### config.mk
export PLATFORM = sky130hd
export DESIGN_NAME = obstacle_tessellator
export DESIGN_NICKNAME = d
export VERILOG_FILES = /design/src/rtl/obstacle_tessellator.sv
export SDC_FILE = /design/constraint.sdc
export NUM_CORES = 1
export LEC_CHECK = 0
export CAP_MARGIN = 15
export CORE_ASPECT_RATIO = 1.25
export CORE_MARGIN = 3
export CORE_UTILIZATION = 44
export DETAILED_ROUTE_END_ITERATION = 12
export GPL_ROUTABILITY_DRIVEN = 0
export MAX_ROUTING_LAYER = met4
export PLACE_DENSITY = 0.88
export SLEW_MARGIN = 30
export SYNTH_ARGS = -nofsm -noshare
export SYNTH_HDL_FRONTEND = slang
export SYNTH_SLANG_ARGS = --single-unit
### constraint.sdc
create_clock -name clk -period 3.4 [get_ports clk]
set_clock_uncertainty 0.05 [all_clocks]
set_input_delay 0.85 -clock clk [delete_from_list [all_inputs] [get_ports clk]]
set_output_delay 0.85 -clock clk [all_outputs]
set_load 0.01 [all_outputs]
### src/rtl/obstacle_tessellator.sv
// rtl/obstacle_tessellator.sv - expands lane obstacle words into a stream of coloured triangle vertices
// Optional macro OBSTACLE_SIDE_FACES_EN: trains also emit both side faces (8 triangles instead of 4).
module obstacle_tessellator #(
  parameter int          COORD_W     = 16,
  parameter int          LANE_PITCH  = 64,
  parameter int          H_LOW       = 16,
  parameter int          H_HIGH      = 48,
  parameter int          H_TRAIN     = 64,
  parameter int          D_TRAIN     = 256,
  parameter int          Z_SHIFT     = 2,
  parameter logic [15:0] COLOR_LOW   = 16'hF800,
  parameter logic [15:0] COLOR_HIGH  = 16'hFFE0,
  parameter logic [15:0] COLOR_TRAIN = 16'h001F
) (
  input  logic                 clk,
  input  logic                 rst,
  input  logic [15:0]          obstacle,
  input  logic                 obstacle_valid,
  input  logic                 done_in,
  output logic                 ready,
  output logic [3*COORD_W-1:0] vertex,
  output logic [15:0]          color,
  output logic                 vertex_valid,
  input  logic                 vertex_ready,
  output logic                 new_triangle,
  output logic                 done_out
);
  typedef enum logic [1:0] {IDLE, EMIT, FLUSH} state_t;
  typedef logic signed [COORD_W-1:0] coord_t;

  localparam coord_t PITCH = coord_t'(LANE_PITCH);
  localparam coord_t HALF  = coord_t'(LANE_PITCH / 2);
  localparam coord_t ONE   = coord_t'(1);
`ifdef OBSTACLE_SIDE_FACES_EN
  localparam logic [2:0] TRAIN_LAST = 3'd7;
`else
  localparam logic [2:0] TRAIN_LAST = 3'd3;
`endif

  state_t      state, state_n;
  logic        pending;
  coord_t      xl, xr, h, zf, zb;
  logic [2:0]  tri_idx, tri_last;
  logic [1:0]  corner;

  logic [1:0]  ty, ln;
  logic        nz_in;
  coord_t      h_in, d_in, xl_in, zf_in;
  logic [15:0] color_in;
  logic [2:0]  last_in;
  logic        accept, xfer, last_vtx;

  // Lane 3 is an invalid lane and decodes as "no obstacle".
  always_comb begin
    ln       = obstacle[13:12];
    ty       = (ln == 2'd3) ? 2'd0 : obstacle[15:14];
    h_in     = '0;
    d_in     = '0;
    color_in = '0;
    last_in  = '0;
    case (ty)
      2'd1: begin h_in = coord_t'(H_LOW);   color_in = COLOR_LOW;   last_in = 3'd1; end
      2'd2: begin h_in = coord_t'(H_HIGH);  color_in = COLOR_HIGH;  last_in = 3'd1; end
      2'd3: begin h_in = coord_t'(H_TRAIN); color_in = COLOR_TRAIN; last_in = TRAIN_LAST;
                  d_in = coord_t'(D_TRAIN); end
      default: ;
    endcase
    nz_in = (ty != 2'd0);
    xl_in = (coord_t'(ln) - ONE) * PITCH - HALF;
    zf_in = coord_t'(obstacle[11:0]) << Z_SHIFT;
  end

  assign ready    = (state == IDLE) && !pending && !rst;
  assign accept   = obstacle_valid && ready;
  assign xfer     = vertex_valid && vertex_ready;
  assign last_vtx = (tri_idx == tri_last) && (corner == 2'd2);

  always_comb begin
    state_n      = state;
    vertex_valid = 1'b0;
    done_out     = 1'b0;
    case (state)
      IDLE: begin
        if (accept && nz_in) state_n = EMIT;
        else if (pending)    state_n = FLUSH;
      end
      EMIT: begin
        vertex_valid = 1'b1;
        if (xfer && last_vtx) state_n = (pending || done_in) ? FLUSH : IDLE;
      end
      FLUSH: begin
        done_out = 1'b1;
        state_n  = IDLE;
      end
      default: state_n = IDLE;
    endcase
  end

  assign new_triangle = vertex_valid && (corner == 2'd0);

  always_ff @(posedge clk) begin
    if (rst) begin
      state    <= IDLE;
      pending  <= 1'b0;
      xl       <= '0;
      xr       <= '0;
      h        <= '0;
      zf       <= '0;
      zb       <= '0;
      color    <= '0;
      tri_idx  <= '0;
      tri_last <= '0;
      corner   <= '0;
    end else begin
      state   <= state_n;
      pending <= ((state == FLUSH) ? 1'b0 : pending) | done_in;
      if (accept && nz_in) begin
        xl       <= xl_in;
        xr       <= xl_in + PITCH;
        h        <= h_in;
        zf       <= zf_in;
        zb       <= zf_in + d_in;
        color    <= color_in;
        tri_last <= last_in;
        tri_idx  <= '0;
        corner   <= '0;
      end else if (state == EMIT && xfer && !last_vtx) begin
        if (corner == 2'd2) begin
          corner  <= '0;
          tri_idx <= tri_idx + 3'd1;
        end else begin
          corner  <= corner + 2'd1;
        end
      end
    end
  end

  // Per triangle, three corners of {use xr, y=h, z=zb}; the index holds after the last vertex.
  logic [8:0] pat;
  logic [2:0] sel;
  always_comb begin
    case (tri_idx)
      3'd0:    pat = 9'b000_100_010;
      3'd1:    pat = 9'b100_110_010;
      3'd2:    pat = 9'b010_110_011;
      3'd3:    pat = 9'b110_111_011;
      3'd4:    pat = 9'b000_010_001;
      3'd5:    pat = 9'b010_011_001;
      3'd6:    pat = 9'b100_110_101;
      default: pat = 9'b110_111_101;
    endcase
    case (corner)
      2'd0:    sel = pat[8:6];
      2'd1:    sel = pat[5:3];
      default: sel = pat[2:0];
    endcase
    vertex = {(sel[2] ? xr : xl), (sel[1] ? h : '0), (sel[0] ? zb : zf)};
  end
endmodule

==> qor.txt <==
PortBufs: 67
Final TNS setup: 0 ns
clock slew at reported path FFs: 0.07 ns
initial core utilization: 0.456
pin count of the biggest net entering global routing: 41
CP Launch Point: tri_idx[0]
drt wl/cell: 13.6 µm
CP Cell Sequence: inv_2 > ha_2 > or4b_4 > a2111oi_4 > a211o_2 > buf_4 > mux2_4 > buf_6
worst skew pair latency: 0.29 ns
fmax: 301 MHz
Pwr per Cell Area: 341 nW/µm²
synth unique cells: 43
status: complete, no violations
post-synthesis sequential area ratio: 0.326
Placed Area: 2860 µm²
Avg Cell Area, Syn: 8.21 µm²
Tmin final: 3.32 ns
initial antenna violation count: 0
area occupied by multi-input gates: 1310 µm²
design area: 3040 µm²
post-place setup slack: -0.138 ns
Worst setup EP type: output pin
vias: 2,024
GRT overflow: 0
fin. max-slew vios: 0
Post-synth EDFFs: 0
Placeable Area: 5120 µm²
max_cap viols: 0
hold crit path type: reg -> reg
Startpoint Class: flop
share of cells above drive strength 1: 0.144
Die Ht: 87.4 µm
Netlist Area Pre-Place: 2330 µm²
WS Path Type: reg -> out
Num CTS Buffers: 5
final setup margin: 0.0788 ns
I/O pins: 89
CP arrival: 2.42 ns
top_reg_cell synth: dfxtp_1
Layout Nets: 368
Area contributors post-synth: dfxtp_1 33%, buf_4 14%, ha_1 8.0%, nand2_1 7.2%, a21oi_1 5.2%
register bit total from synthesis: 38
commonest cells in the synthesized netlist: 45 x nand2_1, 42 x buf_4, 38 x dfxtp_1
All-Layer GR Usage: 0.177
row count: 29
P&R area growth vs syn: 30.3%
R2R Path End: tri_idx[1]
Gate Count Post-Synth: 284
Final Hold Fails: 0
drt via density: 5.12
WHS Path Cells: 2
Pre-antenna DRT Iters: 4
R2R Path Start: tri_last[1]
hold endpoint: zb[14]
area leader, netlist: dfxtp_1
Yosys warnings: 0
Hold Crit Start: zb[14]
Detail Route Antenna Nets: 0
final setup vio count: 0
fin cells: 395
worst hold slack: 0.396 ns
die area: 6220 µm²
clk buf depth: 2
Ant. Diodes: 0
Bufs and invs on worst path: 3
post-synth top area share: 0.326
Initial DRC Count: 95
Seq. cell area: 766 µm²
Die Width: 71.1 µm
clock sinks: 38
final critical-path share of the clock period: 0.977
TritonCTS clock tree: done
# DRC: 0
CTS Hold Buffers Added: 0
Worst VDD drop: 0.000273 V
clock root cell: clkbuf_8
ys async rst share: 0
worst r2r path cells: 4
crit path max fanout: 5
first-pass GRT wire length: 8.40 mm
# fillers: 442
reg2reg setup slack: 1.80 ns
H-Tree Depth: 2
vias in the first global route: 1,876
CP peak stage delay: 0.53 ns
top-count cell post-synth: nand2_1
final WL: 5.38 mm
Worst EP required: 2.50 ns
Largest delay share family, worst path: simple AND/OR/NAND/NOR gates
post-DP HPWL: 3.82 mm
critical path's slowest cell: or4b_4
Leak Pwr: 1.27 nW
Placed Cells: 384
==> metrics by stage <==
step           total power [mW]  utilization
2_1_floorplan             0.610            -
3_3_place_gp              0.666        0.559
3_5_place_dp              0.671        0.559
4_1_cts                    1.04        0.587
5_1_grt                    1.08        0.594
6_report                   1.04        0.594
==> power breakdown <==
| group | switching (mW) | internal [mW] |
|---|---|---|
| sequential | 0.0135 | 0.463 |
| clock | 0.157 | 0.220 |
| combinational | 0.0928 | 0.0896 |
| total | 0.263 | 0.773 |
==> kinds of logic (layout without fill, tap and decap cells) <==
kind of cell | Yosys count | in the layout | synth area share
AND/OR/NAND/NOR | 86 | 86 | 0.170
adder cells (fa/ha/maj) | 15 | 15 | 0.0805
flip-flops | 38 | 38 | 0.326
AO/OA/AOI/OAI | 54 | 54 | 0.156
other | 1 | 21 | 0.00161
XOR/XNOR | 9 | 9 | 0.0338
multiplexers | 10 | 10 | 0.0477
buffers and inverters | 71 | 100 | 0.185
==> sequential cells by signal, indices dropped and copies added, names as in the netlist <==
| register | count |
|---|---|
| zf | 12 |
| zb | 7 |
| xl | 4 |
| tri_idx | 3 |
| xr | 3 |
| color | 2 |
| corner | 2 |
| state | 2 |
| tri_last | 2 |
| pending | 1 |
==> placed cells by master (no fill, tap or decap), types with 7 or more instances in the layout <==
cell,n
nor2_1,17
a21oi_1,24
dfxtp_1,36
clkdlybuf4s50_1,47
a211oi_1,7
nand2_1,45
clkbuf_2,7
buf_4,12
ha_1,12
conb_1,21
inv_1,10
==> tightest hold or removal path, stage by stage (launching register included) <==
cell and delay, ns:
dfxtp_1 0.31, nand2_1 0.05, o21ai_1 0.05
==> how the worst max path moves through the flow <==
stage	to	depth (start not counted)
finish	vertex[39]	8
global route	vertex[39]	8
CTS	vertex[45]	7
detailed placement	vertex[45]	7
global placement	vertex[46]	7
floorplan	vertex[41]	7
==> repair_timing <==
item	in CTS	in global routing
setup endpoints to repair	20	20
pin swaps	1	4
cloned	0	0
buffers inserted	2	1
gates resized for setup	35	35
==> layout make-up <==
type	instances	area share
Tap cell	62	0.0255
Clock buffer	7	0.0251
Timing Repair Buffer	81	0.244
Multi-Input combinational cell	195	0.430
Clock inverter	1	0.00988
Sequential cell	38	0.252
Inverter	11	0.0136
==> metal layers <==
metal	up-vias	global-route usage	part of all wire
li1	984	-	-
met1	928	0.187	0.38
met2	95	0.316	0.53
met3	17	0.0323	0.060
met4	0	0.0838	0.029
met5	-	-	0
Power figures use the tool's default switching activity.
